===== config.mk =====
export PLATFORM = sky130hd
export DESIGN_NAME = elevator_ctrl_flat
export DESIGN_NICKNAME = d
export VERILOG_FILES = /design/src/rtl/elevator_ctrl_if.sv /design/src/rtl/elevator_ctrl.sv /design/src/flat_wrapper.sv
export SDC_FILE = /design/constraint.sdc
export NUM_CORES = 1
export LEC_CHECK = 0
export ABC_AREA = 1
export BUFFER_PORTS_ARGS = -buffer_cell sky130_fd_sc_hd__buf_4
export CORE_MARGIN = 5
export CORE_UTILIZATION = 51
export DETAILED_ROUTE_END_ITERATION = 10
export PLACE_DENSITY = 0.76
export SETUP_SLACK_MARGIN = 0.4
export SYNTH_ARGS = -nofsm -noshare
export SYNTH_HDL_FRONTEND = slang
export SYNTH_SLANG_ARGS = --single-unit
export TNS_END_PERCENT = 30

===== constraint.sdc =====
create_clock -name ck -period 2.7 [get_ports ck]
set_input_delay 0.54 -clock ck [delete_from_list [all_inputs] [get_ports ck]]
set_output_delay 0.54 -clock ck [all_outputs]
set_load 0.02 [all_outputs]

===== src/rtl/elevator_ctrl_if.sv =====
// elevator_ctrl_if: button/tick inputs and display-facing outputs of the elevator controller
interface elevator_ctrl_if;
  logic       tick;
  logic [7:0] btn;
  logic [3:0] floor;
  logic [3:0] countdown;
  logic [7:0] floor_btn;
  logic [3:0] status;
  modport master (output tick, btn, input floor, countdown, floor_btn, status);
  modport slave  (input tick, btn, output floor, countdown, floor_btn, status);
endinterface


===== src/rtl/elevator_ctrl.sv =====
// elevator_ctrl: single-car 8-floor SCAN scheduler with tick-timed travel and door dwell
module elevator_ctrl #(
  parameter int TRAVEL_TICKS = 3,
  parameter int DOOR_TICKS   = 5
) (
  input logic ck,
  input logic rst_n,
  elevator_ctrl_if.slave bus
);
  typedef enum logic [3:0] {
    IDLE      = 4'b0001,
    MOVE_UP   = 4'b0010,
    MOVE_DOWN = 4'b0100,
    DOOR_OPEN = 4'b1000
  } state_t;
  localparam logic [3:0] TT = 4'(TRAVEL_TICKS);
  localparam logic [3:0] DT = 4'(DOOR_TICKS);
  state_t     state;
  logic [2:0] fl, nf;
  logic [3:0] cnt;
  logic [7:0] req, pend;
  logic       pref_up, go_up, go_down;
  function automatic logic above(input logic [2:0] f, input logic [7:0] r);
    return |(r & ~((8'd2 << f) - 8'd1));
  endfunction
  function automatic logic below(input logic [2:0] f, input logic [7:0] r);
    return |(r & ((8'd1 << f) - 8'd1));
  endfunction
  // a press of the floor whose door is already open is dropped
  always_comb begin
    pend    = req | (bus.btn & ~((state == DOOR_OPEN) ? (8'd1 << fl) : 8'd0));
    nf      = (state == MOVE_UP) ? fl + 3'd1 : fl - 3'd1;
    go_up   = above(fl, req) && (pref_up || !below(fl, req));
    go_down = below(fl, req) && (!pref_up || !above(fl, req));
  end
  always_ff @(posedge ck or negedge rst_n) begin
    if (!rst_n) begin
      state   <= IDLE;
      fl      <= 3'd0;
      cnt     <= 4'd0;
      req     <= 8'd0;
      pref_up <= 1'b1;
    end else begin
      req <= pend;
      case (state)
        IDLE: begin
          if (req[fl]) begin
            state <= DOOR_OPEN;
            cnt   <= DT;
            req   <= pend & ~(8'd1 << fl);
          end else if (go_up) begin
            state   <= MOVE_UP;
            cnt     <= TT;
            pref_up <= 1'b1;
          end else if (go_down) begin
            state   <= MOVE_DOWN;
            cnt     <= TT;
            pref_up <= 1'b0;
          end else
            cnt <= 4'd0;
        end
        MOVE_UP, MOVE_DOWN: if (bus.tick) begin
          if (cnt == 4'd1) begin
            fl <= nf;
            if (pend[nf]) begin
              state <= DOOR_OPEN;
              cnt   <= DT;
              req   <= pend & ~(8'd1 << nf);
            end else if ((state == MOVE_UP) ? above(nf, pend) : below(nf, pend))
              cnt <= TT;
            else begin
              state <= IDLE;
              cnt   <= 4'd0;
            end
          end else
            cnt <= cnt - 4'd1;
        end
        DOOR_OPEN: if (bus.tick) begin
          state <= (cnt == 4'd1) ? IDLE : DOOR_OPEN;
          cnt   <= cnt - 4'd1;
        end
        default: state <= IDLE;
      endcase
    end
  end
  assign bus.floor     = {1'b0, fl};
  assign bus.countdown = cnt;
  assign bus.floor_btn = req;
  assign bus.status    = state;
endmodule


===== src/flat_wrapper.sv =====
// flat-port wrapper written by rule: the top's interface ports become plain ports
module elevator_ctrl_flat 
#(
  parameter int TRAVEL_TICKS = 3,
  parameter int DOOR_TICKS   = 5
)
  (ck, rst_n, bus_tick, bus_btn, bus_floor, bus_countdown, bus_floor_btn, bus_status);
  elevator_ctrl_if bus_i ();
  input logic ck;
  input logic rst_n;
  input wire logic [$bits(bus_i.tick)-1:0] bus_tick;
  input wire logic [$bits(bus_i.btn)-1:0] bus_btn;
  output wire logic [$bits(bus_i.floor)-1:0] bus_floor;
  output wire logic [$bits(bus_i.countdown)-1:0] bus_countdown;
  output wire logic [$bits(bus_i.floor_btn)-1:0] bus_floor_btn;
  output wire logic [$bits(bus_i.status)-1:0] bus_status;
  assign bus_i.tick = bus_tick;
  assign bus_i.btn = bus_btn;
  assign bus_floor = bus_i.floor;
  assign bus_countdown = bus_i.countdown;
  assign bus_floor_btn = bus_i.floor_btn;
  assign bus_status = bus_i.status;
  elevator_ctrl #(.TRAVEL_TICKS(TRAVEL_TICKS), .DOOR_TICKS(DOOR_TICKS)) u_core (.ck(ck), .rst_n(rst_n), .bus(bus_i));
endmodule

; ---- Word-level counts from Yosys, hierarchy flattened
; Cells that the tools add are included.
[word_totals]
ff_bits = 20
in_bits = 11
word_cells = 93
[op_classes]
addsub = 7
bitwise_logic = 14
magnitude_cmp = 2
n_shift = 4
n_reduce_logical = 18
n_eq_ne = 10
mux = 33
[op_table]
columns = cell, count
row1 = 4-bit two-way mux, 15
row2 = 8-bit AND, 7
row3 = 8-bit two-way mux, 5
row4 = 8-bit NOT, 5
row5 = 8-bit OR reduction, 4
row6 = "8-bit by 1-bit subtractor with 8-bit output, second input constant", 4
row7 = 4-bit one-hot mux with 3 select lines, 2
row8 = 8-bit one-hot mux with 2 select lines, 1
row9 = "1-bit by 3-bit left shift with 8-bit output, first input constant", 2
row10 = "2-bit by 3-bit left shift with 8-bit output, first input constant", 2
row11 = 3-bit AND reduction, 3
row12 = "4-bit by 1-bit == test with 1-bit output, second input constant", 2
row13 = "3-bit by 4-bit < comparator with 1-bit output, second input constant", 2
row14 = 8-bit bitwise OR, 1
row15 = 1-bit binary-select mux with 3-bit select, 2
row16 = 1-bit two-way mux, 5
row17 = 5-bit AND reduction, 1
row18 = "4-bit by 2-bit == test with 1-bit output, second input constant", 1
row19 = "4-bit by 3-bit == test with 1-bit output, second input constant", 1
row20 = "4-bit == test, second input constant", 1
row21 = 2-bit two-way mux, 2
row22 = "2-bit != test, second input constant", 2
row23 = "4-bit by 1-bit != test with 1-bit output, second input constant", 1
row24 = "4-bit by 1-bit subtractor with 4-bit output, second input constant", 1
row25 = 12 further kinds, 16

; ---- Longest topological paths before layout
[logic_depth]
depth_word = 13
mapped_depth = 26
depth_no_buf = 26

; ---- Worst setup path after synthesis
; OpenSTA, ideal clock, no wires.
[synth_timing]
kind = flip-flop to flip-flop
start = register u_core.fl[0]
end = register u_core.state[2] (netlist: u_core.bus.status[2])
setup_time_ns = 0.117
path_stages_with_launch = 23
path_slack_ns = -0.271
arrival_ns = 2.854
cell_sequence = dfrtp_1 buf_4 inv_2 fa_1 nand2_1 nand2_1 nand2_1 nand2_4 nor2_2 inv_2 ha_1 inv_1 nand3_1 nand3_1 nand2_1 inv_1 nand2_1 nor2_1 nand3_1 nand3_2 nand4_1 nand2_1 nand2_1
[synth_between]
word_cells_on_any_way = 45
[synth_lines]
columns = item, line_no
row1 = from (decl), elevator_ctrl.sv:19  ; logic [2:0] fl, nf;
row2 = from (signal assigned), elevator_ctrl.sv:64  ; fl <= nf;
row3 = 3-bit by 1-bit subtractor with 3-bit output or 3-bit by 1-bit adder with 3-bit output (tied branches), elevator_ctrl.sv:32  ; nf = (state == MOVE_UP) ? fl + 3'd1 : fl - 3'd1;
row4 = 3-bit two-way mux *, elevator_ctrl.sv:32
row5 = named net u_core.nf[0], elevator_ctrl.sv:19
row6 = 2-bit by 3-bit left shift with 8-bit output, elevator_ctrl.sv:24  ; return |(r & ~((8'd2 << f) - 8'd1));
row7 = 8-bit by 1-bit subtractor with 8-bit output, elevator_ctrl.sv:24
row8 = 8-bit NOT, elevator_ctrl.sv:24
row9 = 8-bit AND, elevator_ctrl.sv:24
row10 = 8-bit OR reduction, elevator_ctrl.sv:24
row11 = 1-bit two-way mux, elevator_ctrl.sv:69  ; end else if ((state == MOVE_UP) ? above(nf, pend) : below(nf, pend))
row12 = 3-bit by 2-bit != test with 1-bit output (no source line), --
row13 = 5-bit AND reduction (no source line), --
row14 = to (signal assigned), elevator_ctrl.sv:79  ; state <= (cnt == 4'd1) ? IDLE : DOOR_OPEN;
row15 = to (decl), elevator_ctrl.sv:18  ; state_t state;
; The timed path passes the listed nets; every way through them passes the cells marked *. The select of a mux whose other input is x is not followed.
; A chain may end at the register's enable or synchronous reset.

; ---- Worst setup path after layout
[layout_timing]
start = register u_core.state[0] (netlist: u_core.bus.status[0])
end = register u_core.state[2] (netlist: u_core.bus.status[2])
[layout_between]
elab_chain_len = 11
word_cells_on_any_way = 32
[layout_rtl]
columns = item
row1 = branches (longest 11 deep; another with 8-bit by 1-bit subtractor with 8-bit output)
; Several ways; the timed one is not identified. The select of a mux whose other input is x is not followed.

==> impl_metrics.json <==
{
  "status": "finished with violations",
  "failed_checks": "setup timing",
  "cp_max_fo": 4,
  "io_pins": 31,
  "drt-pass1-iter-count": 4,
  "die_area_um2": 5600,
  "fin_ws_ns": -0.230,
  "synth_top_family_by_area": "simple AND/OR/NAND/NOR gates",
  "path_class": "flip-flop to flip-flop",
  "rr_startpoint": "u_core.bus.status[0]",
  "nets": 432,
  "start_util_pct": 53.3,
  "fp.dieW_um": 74.9,
  "cts-hold-fix-buffers": 0,
  "die_h_um": 74.9,
  "place.gp.congestion": 0.938,
  "clock_path_buffers": 2,
  "design.core.area_um2": 4030,
  "ant_nets": 0,
  "cp_num_buf_inv": 3,
  "post_drt_wl_per_cell_um": 15.0,
  "antennaDiodeCount": 0,
  "postPlaceCellArea_um2": 2680,
  "antenna_found_initial": 0,
  "max_freq_mhz": 341,
  "cp.arrival_ns": 3.09,
  "viasPerCell": 5.49,
  "critPathLaunchType": "flip-flop",
  "hpwl_mm": 5.33,
  "clk_pin_slew_ns": 0.09,
  "hold_viol_final": 0,
  "final_area_um2": 2950,
  "synth_flop_cell": "dfrtp_1",
  "remaining_drc_errors": 0,
  "worstHoldPathType": "input pin to async pin",
  "grt_pass1_wl_mm": 11.4,
  "synth-seq-area-share_pct": 23.4,
  "synth_compound_area_share_pct": 20.2,
  "r2r_setup_slack_ns": -0.23,
  "synthMuxAreaShare_pct": 0,
  "nFillCells": 339,
  "synthArstFlopShare_pct": 100,
  "r2r-end": "u_core.bus.status[2]",
  "slew_violations": 0,
  "grt_max_degree": 21,
  "vias": 2527,
  "rsz0062_at_grt": "true",
  "cp_top_family": "simple AND/OR/NAND/NOR gates",
  "cts_tree": "built",
  "postSynthAreaPerCell_um2": 6.27,
  "drv_cap": 0,
  "tns_ns": -1.09,
  "grt_pass1_vias": 2474,
  "track_usage_pct": 26.4,
  "overflow": 0,
  "synth_edf_count": 0,
  "endpoint_kind": "flip-flop",
  "reg2reg_depth": 22,
  "synthXorXnorAreaFrac_pct": 1.63,
  "timing.final.crit_share_pct": 109,
  "critical_path.cell_chain": "inv_2 > nand2_2 > nor2_4 > fa_2 > nand2_1 > nand2_2 > nand2_4 > nand2_4 > nor2_4 > inv_2 > ha_4 > buf_4 > nand3_2 > nand2_1 > nand2_1 > nand2_1 > nor2_1 > nand4_1 > nand3_2 > nand4_1 > nand2_1 > nand2_1",
  "cpMaxStageDelayCell": "dfstp_2",
  "syn-num-nets": 363,
  "cts_root_buf": "clkbuf_8",
  "drive_gt1_share_pct": 34.4,
  "htreeDepth": 1,
  "port_buffers": 29,
  "crit_top_cell": "nand2_1",
  "area_growth_pct": 37.3,
  "hold-worst-slack_ns": 0.141,
  "fin_worst_skew_ns": 0.00243,
  "synthSimpleGateAreaFrac_pct": 35.9,
  "setup_viol": 6,
  "ys_ff_latch": 20,
  "drt_iter0_drc": 136,
  "synth.cell_area_um2": 2150,
  "synthAdderAreaFrac_pct": 6.18,
  "clk_latency_ns": 0.26,
  "cts-buffers-inserted": 3,
  "fp-row-count": 23,
  "postSynthCellCount": 342,
  "clkSinkCount": 20,
  "synth_cell_types": 38,
  "cp.required_ns": 2.86,
  "min_period_ns": 2.93,
  "routed_wl_mm": 6.88,
  "yosysWarnings": 0,
  "max_stage_delay_ns": 0.56
}
-- layout make-up --
| cell class | count | area [um2] | share of cell area (%) |
|---|---|---|---|
| timing repair buffer | 69 | 518 | 17.6 |
| sequential | 20 | 507 | 17.2 |
| clock buffer | 3 | 41.3 | 1.40 |
| clock inverter | 1 | 30.0 | 1.02 |
| inverter | 62 | 235 | 7.99 |
| tap | 50 | 62.6 | 2.12 |
| multi-input combinational | 255 | 1550 | 52.7 |
-- cells by family (layout without fill, tap and decap cells) --
group,Yosys count,in the layout
adders and majority gates,10,10
and+or+nand+nor,168,168
other,1,1
xor gates and xnor gates,4,4
AOI/OAI and AO/OA,72,72
DFF,20,20
buffers and inverters,67,135
-- worst register-to-register path: cells and delay by family (launching register included) --
kind / cells / cell delay [ns]
and+or+nand+nor: 17 / 1.44
adders and majority gates: 2 / 0.59
DFF: 1 / 0.56
buffers and inverters: 3 / 0.23
-- metal layers --
metal | routed length [um] | part of all wire [%] | track usage, %
met5 | 0 | 0 | 0
met4 | 170 | 2.5 | 10.1
met3 | 442 | 6.4 | 2.80
met2 | 3260 | 47 | 44.8
met1 | 3010 | 44 | 34.4
-- sequential cells by signal, indices dropped and copies added (netlist names) --
name	flops
u_core.bus.floor_btn	8
u_core.bus.countdown	4
u_core.bus.status	4
u_core.fl	3
u_core.pref_up	1
-- what timing repair did --
item | 4_1_cts | 5_1_grt
resized for setup | 17 | 12
pin swaps | 12 | 21
setup endpoints to repair | 15 | 16
setup buffers | 6 | 3
-- through the flow --
stage	cells	setup slack, ns	util (%)
global route	460	-0.427	73.1
floorplan	342	-0.0562	-
global placement	447	-0.0503	66.4
CTS	457	-0.105	71.4
finish	460	-0.230	73.1
detailed placement	447	-0.116	66.4
-- cell usage after synthesis, types with 5 or more instances --
cell | n | area [um2]
inv_2 | 9 | 33.8
nor2_1 | 25 | 93.8
a21oi_1 | 13 | 65.1
nand3_1 | 23 | 115
a31oi_1 | 7 | 43.8
nand2_2 | 7 | 43.8
o21ai_1 | 7 | 35.0
nor2_2 | 8 | 50.1
o21ai_0 | 26 | 130
nand2_1 | 89 | 334
nand4_1 | 5 | 31.3
ha_1 | 9 | 113
dfrtp_1 | 18 | 450
inv_1 | 53 | 199
-- layout by cell type, fill, tap and decap left out, types with 6 or more instances in the layout --
cell type,count
inv_2,12
nand2_2,11
nand3_1,17
o21ai_0,24
nand2_1,83
nor2_1,23
dfrtp_1,15
nor2_2,6
nand3_2,7
ha_1,6
o21ai_1,9
a21oi_1,11
nor2_4,6
inv_1,49
buf_4,69
-- worst max-delay path by stage --
stage                               from              endpoint  cells past startpoint
floorplan           u_core.bus.status[0]  u_core.bus.status[2]                     19
global placement    u_core.bus.status[0]  u_core.bus.status[2]                     21
detailed placement  u_core.bus.status[0]  u_core.bus.status[2]                     21
CTS                 u_core.bus.status[0]  u_core.bus.status[2]                     19
global route        u_core.bus.status[0]  u_core.bus.status[2]                     23
finish              u_core.bus.status[0]  u_core.bus.status[2]                     22
Power is left out: the tool's default activity adds up to more than one toggle a clock period on the data nets, which glitch-free logic cannot reach.
